[src/rtl/bce.sv]
// Branch condition evaluator: decides taken/not-taken for a 4-bit branch
// function over two operands, combinationally and as a registered copy with valid.
module bce #(
   parameter int W = 32
) (
   input  logic         clk,
   input  logic         rst_n,
   input  logic         in_valid,
   input  logic [W-1:0] a,
   input  logic [W-1:0] b,
   input  logic [3:0]   bf,
   output logic         bcres,
   output logic         illegal,
   output logic         bcres_q,
   output logic         illegal_q,
   output logic         out_valid
);

   typedef enum logic [3:0] {
      BF_BLTZ  = 4'b0000,
      BF_BGEZ  = 4'b0001,
      BF_BEQ   = 4'b0010,
      BF_BNE   = 4'b0011,
      BF_BLEZ  = 4'b0100,
      BF_BGTZ  = 4'b0101,
      BF_BLT   = 4'b0110,
      BF_BGE   = 4'b0111,
      BF_BLTU  = 4'b1000,
      BF_BGEU  = 4'b1001,
      BF_ALWAYS = 4'b1010,
      BF_NEVER = 4'b1011
   } bf_e;

   logic w_a_neg;
   logic w_a_zero;
   logic w_eq;
   logic w_lt_u;
   logic w_lt_s;

   assign w_a_neg  = a[W-1];
   assign w_a_zero = (a == '0);
   assign w_eq     = (a == b);
   assign w_lt_u   = (a < b);
   // Differing signs decide the signed order outright; equal signs reduce to
   // the unsigned compare, so no subtractor overflow can corrupt the result.
   assign w_lt_s   = (a[W-1] != b[W-1]) ? a[W-1] : w_lt_u;

   always_comb begin
      // NOTE: defaults first so every path assigns both outputs and no latch is inferred.
      bcres   = 1'b0;
      illegal = 1'b0;
      case (bf)
         BF_BLTZ:   bcres = w_a_neg;
         BF_BGEZ:   bcres = ~w_a_neg;
         BF_BEQ:    bcres = w_eq;
         BF_BNE:    bcres = ~w_eq;
         BF_BLEZ:   bcres = w_a_neg | w_a_zero;
         BF_BGTZ:   bcres = ~(w_a_neg | w_a_zero);
         BF_BLT:    bcres = w_lt_s;
         BF_BGE:    bcres = ~w_lt_s;
         BF_BLTU:   bcres = w_lt_u;
         BF_BGEU:   bcres = ~w_lt_u;
         BF_ALWAYS: bcres = 1'b1;
         BF_NEVER:  bcres = 1'b0;
         default:   illegal = 1'b1;
      endcase
   end

   logic r_bcres_q;
   logic r_illegal_q;
   logic r_out_valid;

   always_ff @(posedge clk or negedge rst_n) begin
      if (!rst_n) begin
         r_out_valid <= 1'b0;
         r_bcres_q   <= 1'b0;
         r_illegal_q <= 1'b0;
      end else begin
         // NOTE: non-blocking assignments keep every register sampling pre-edge values.
         r_out_valid <= in_valid;
         if (in_valid) begin
            r_bcres_q   <= bcres;
            r_illegal_q <= illegal;
         end
      end
   end

   assign bcres_q   = r_bcres_q;
   assign illegal_q = r_illegal_q;
   assign out_valid = r_out_valid;

endmodule

[config.mk]
export PLATFORM = sky130hd
export DESIGN_NAME = bce
export DESIGN_NICKNAME = d
export VERILOG_FILES = /design/src/rtl/bce.sv
export SDC_FILE = /design/constraint.sdc
export NUM_CORES = 1
export LEC_CHECK = 0
export BUFFER_PORTS_ARGS = -buffer_cell sky130_fd_sc_hd__clkbuf_2
export CAP_MARGIN = 5
export CORE_MARGIN = 2
export CORE_UTILIZATION = 39
export DETAILED_ROUTE_END_ITERATION = 7
export PLACE_DENSITY = 0.82
export SYNTH_ARGS = -nofsm -noshare
export SYNTH_HDL_FRONTEND = slang
export SYNTH_SLANG_ARGS = --single-unit
[constraint.sdc]
create_clock -name clk -period 2.1 [get_ports clk]
set_input_delay 0.21 -clock clk [delete_from_list [all_inputs] [get_ports clk]]
set_output_delay 0.21 -clock clk [all_outputs]
set_load 0.005 [all_outputs]
# [Yosys cells after proc, flatten, opt, wreduce, memory -nomap -nowiden]
# Cells that the tools add are included.
[classes] n_eq_ne=13 muxes=3 reduce_logical=3 bitwise_logic=6 order_cmp=1
[ops] operator="$eq A32 B32 Y1" count=1
[ops] operator="$logic_not A32 Y1" count=1
[ops] operator="$lt A32 B32 Y1" count=1
[ops] operator="$eq A4 B3 Y1 const B" count=4
[ops] operator="$eq A4 B4 Y1 const B" count=4
[ops] operator="$reduce_or A12 Y1" count=1
[ops] operator="$pmux W1 S11" count=1
[ops] operator="$eq A4 B2 Y1 const B" count=2
[ops] operator="$not A1 Y1" count=5
[ops] operator="$eq A4 B1 Y1 const B" count=1
[ops] operator="$logic_not A4 Y1" count=1
[ops] operator="$mux W1" count=2
[ops] operator="$ne A1 B1 Y1" count=1
[ops] operator="$or A1 B1 Y1" count=1
[word_totals] elab_cells=29 output_inout_bits=5 reg_bits=3

# [Logic depth before layout (Yosys ltp)]
[depth] word_depth=4 ltp_mapped=9 ltp_nobuf=9

# [Worst setup path before layout]
# Ideal clock, no wire load.
[synth_path] kind="in2out" startpoint="input b[14]" endpoint="output bcres" arrival_time_ns=2.010 t_required_ns=1.890 cell_stages=9 setup_slack_ns=-0.120 cell_sequence="inv_1 -> ha_1 -> a21oi_2 -> nand2_1 -> a221o_1 -> o311a_1 -> o32ai_2 -> mux2i_1 -> nand2_1"
[synth_between] elab_chain_len=4 elab_cells_between_ends=7 classes_between="order compare: 1; eq/ne: 1; mux: 2; bitwise: 3"
[synth_rtl] item="from (decl)" line="10" text="input logic [W-1:0] b,"
[synth_rtl] item="$lt A32 B32 Y1" line="43" text="assign w_lt_u = (a < b);"
[synth_rtl] item="$mux W1" line="46" text="assign w_lt_s = (a[W-1] != b[W-1]) ? a[W-1] : w_lt_u;"
[synth_rtl] item="$not A1 Y1" line="60" text="BF_BGE: bcres = ~w_lt_s;"
[synth_rtl] item="$pmux W1 S11 *" line="52" text="case (bf)"
[synth_rtl] item="to (decl)" line="12" text="output logic bcres,"
# Every way passes the cells marked *; elsewhere a longest branch is shown, timed or not.

# [Worst setup path in the final report]
[layout_path] startpoint="input b[13]" endpoint="output bcres"
# The elaborated chain is that of the path after synthesis.

==> results_dict.tcl <==
set metrics [dict create \
    synth_top_area_share_pct 34.63 \
    numCtsBuffers 3 \
    grt_overflow 0 \
    power_density_nw_per_um2 262.2 \
    cts_tree "built" \
    ys_ff_latch 3 \
    drtIter0Drc 29 \
    crit_family "compound AO/OA/AOI/OAI gates" \
    initial_core_util_pct 41.57 \
    crit_path_start_kind "input port" \
    clk_path_buf_depth 2 \
    min_period_ns 2.389 \
    drtAntennaViolNets 0 \
    die-area_um2 3416 \
    status "finished, violations left" \
    postSynthCellCount 162 \
    rsz0062_at_grt "true" \
    clkTransAtPathRegs_ns 0.03 \
    drt-wirelength-per-cell_um 12.13 \
    vias 1480 \
    final_common_cell "clkbuf_2" \
    worstPathRequired_ns 1.89 \
    die_h_um 58.45 \
    syn_area_um2 1156 \
    core-area_um2 2781 \
    cts_root_buf "clkbuf_4" \
    max_freq_ghz 0.4186 \
    worst_path_max_delay_cell "a221o_1" \
    fillers 232 \
    crit_type "in2out" \
    io_pins 76 \
    yosysTopAreaCell "ha_1" \
    worstMarginPinSlew_ns 0.3738 \
    skew_ns 0 \
    finalHoldViolCount 0 \
    dp_hpwl_mm 2.929 \
    min_from "in_valid" \
    yosysWarnings 0 \
    p_leak_nw 1.078 \
    first_global_vias 1442 \
    layout_common_cells "clkbuf_2, inv_1, ha_1, buf_4, a21oi_1" \
    cp.arrival_ns 2.18 \
    n_antenna_cell 0 \
    path_buf_inv 3 \
    relSlewSlack_pct 74.85 \
    synthDistinctLibCells 32 \
    ir_worst_vdd_mv 0.3529 \
    cts.sinks 3 \
    clk_latency_ns 0.23 \
    grt_max_degree 10 \
    cts_max_level 1 \
    final-setup-viol-count 1 \
    ys_top_cells_by_area "ha_1, inv_1, a21oi_1" \
    cp_slowest_stage_delay_ns 0.33 \
    totalWireLength_mm 3.566 \
    numPortBuffers 75 \
    grtUsageTotal_pct 20.68 \
    fin_nets 367 \
    fin_ws_ns -0.2889 \
    place.gp.congestion 0.8023 \
    syn_avg_cell_area_um2 7.136 \
    antenna_found_initial 0 \
    area.sequential_um2 75.07 \
    hold_slack_ns 0.1453 \
    r2r_start "illegal_q$_DFFE_PN0P_" \
    multiInputGateArea_um2 1080 \
    path_cells "buf_6 > inv_4 > ha_4 > nand4_1 > nor2_1 > a221o_1 > o311a_1 > o32ai_2 > mux2i_1 > nand2_1 > clkbuf_2" \
    ys_seq_area_share_pct 6.494 \
    hold_class "in2reg" \
    fin_crit_sh_pct 113.8 \
    final_max_slew_viol_count 0 \
    area_delta_synth_final_pct 66.67 \
    grt_first_pass_wirelength_mm 5.644 \
    drive_gt1_share_pct 48.29 \
    drv_cap 0 \
    endpoint_kind "output port" \
    post_cts_buffers 0 \
    cp_max_fo 3 \
    drc_errors 0 \
    crit_start "b[13]" \
    synthesis.nets 265 \
    fp.dieW_um 58.45 \
    rows 19 \
    violations "setup timing" \
    dr.pass1.iters 4 \
    fin_tns_setup_ns -0.2889 \
    vias_per_cell 5.034 \
]
==> Yosys cell counts <==
master	number
nand3_1	4
a21boi_0	1
nand2_1	12
nor3b_1	1
a21oi_2	1
clkbuf_1	1
mux2_2	3
inv_1	37
ha_1	32
a41oi_1	1
or3_1	2
a221o_1	1
dfrtp_1	3
o211ai_1	1
and4_1	1
o311a_1	1
nor2_1	5
xor2_1	1
a21o_1	2
a21oi_1	15
nand4_1	6
and2_1	2
nor2b_1	2
nor3_1	6
o32ai_2	1
o2111ai_1	2
o21ai_0	6
mux2i_1	1
a31oi_1	1
nor4_1	8
nand2b_1	1
o2111a_1	1
==> flip-flops by register name, indices dropped and copies added (netlist names) <==
name	count
illegal_q	1
bcres_q	1
out_valid	1
==> routing by layer <==
layer / GRT usage, % / up-vias / part of all wire [%]
met5: 0 / - / 0
met4: 8.306 / 0 / 3.3
met3: 1.538 / 12 / 6.5
met2: 38.36 / 64 / 49
li1: - / 780 / -
met1: 24.33 / 624 / 41
==> final timing paths <==
check / slack (ns) / to / cells after the start
hold reg to reg: 0.52 / illegal_q$_DFFE_PN0P_ / 1
hold / removal: 0.15 / out_valid$_DFF_PN0_ / 1
setup / recovery: -0.29 / bcres / 11
max in group asynchronous: 1.68 / out_valid$_DFF_PN0_ / 2
min in group asynchronous: 0.32 / illegal_q$_DFFE_PN0P_ / 2
setup reg to reg: 1.35 / illegal_q$_DFFE_PN0P_ / 1
==> final cells by class <==
cell class                 instances  share of cell area, %
multi-input combinational        121                  56.04
tap                               31                  2.013
sequential                         3                  3.896
inverter                          37                  7.468
timing repair buffer              98                  29.22
clock buffer                       4                  1.364
==> report_power, final <==
part / switching (mW) / internal [mW] / total [mW]
combinational: 0.159 / 0.182 / 0.342
clock: 0.0264 / 0.0710 / 0.0974
sequential: 0.00270 / 0.0636 / 0.0663
==> logic make-up after synthesis <==
| logic type | share of synthesized area [%] |
|---|---|
| xor+xnor | 0.7577 |
| flops | 6.493 |
| compound gates | 19.37 |
| simple gates | 22.62 |
| buf+inv | 12.34 |
| fa+ha+maj | 34.63 |
| mux | 3.788 |
==> through the flow <==
stage / setup slack [ns] / std cells / util, % / cell area (µm²) / power, mW
3_5_place_dp: -0.3893 / 289 / 62.71 / 1744 / 0.3674
2_1_floorplan: 0.0009206 / 162 / - / 1169 / 0.2133
6_report: -0.2889 / 294 / 69.28 / 1927 / 0.5052
5_1_grt: -0.4062 / 294 / 69.28 / 1927 / 0.5567
4_1_cts: -0.3428 / 294 / 68.33 / 1901 / 0.4956
3_3_place_gp: -0.3082 / 289 / 62.71 / 1744 / 0.3566
==> what timing repair did <==
action / 4_1_cts / 5_1_grt
gates cloned: 0 / 0
hold endpoints to repair: 3 / 0
pin swaps: 13 / 8
hold buffers: 1 / 0
gates resized for setup: 14 / 12
endpoints found under the setup margin: 2 / 2
Power figures use the tool's default switching activity.
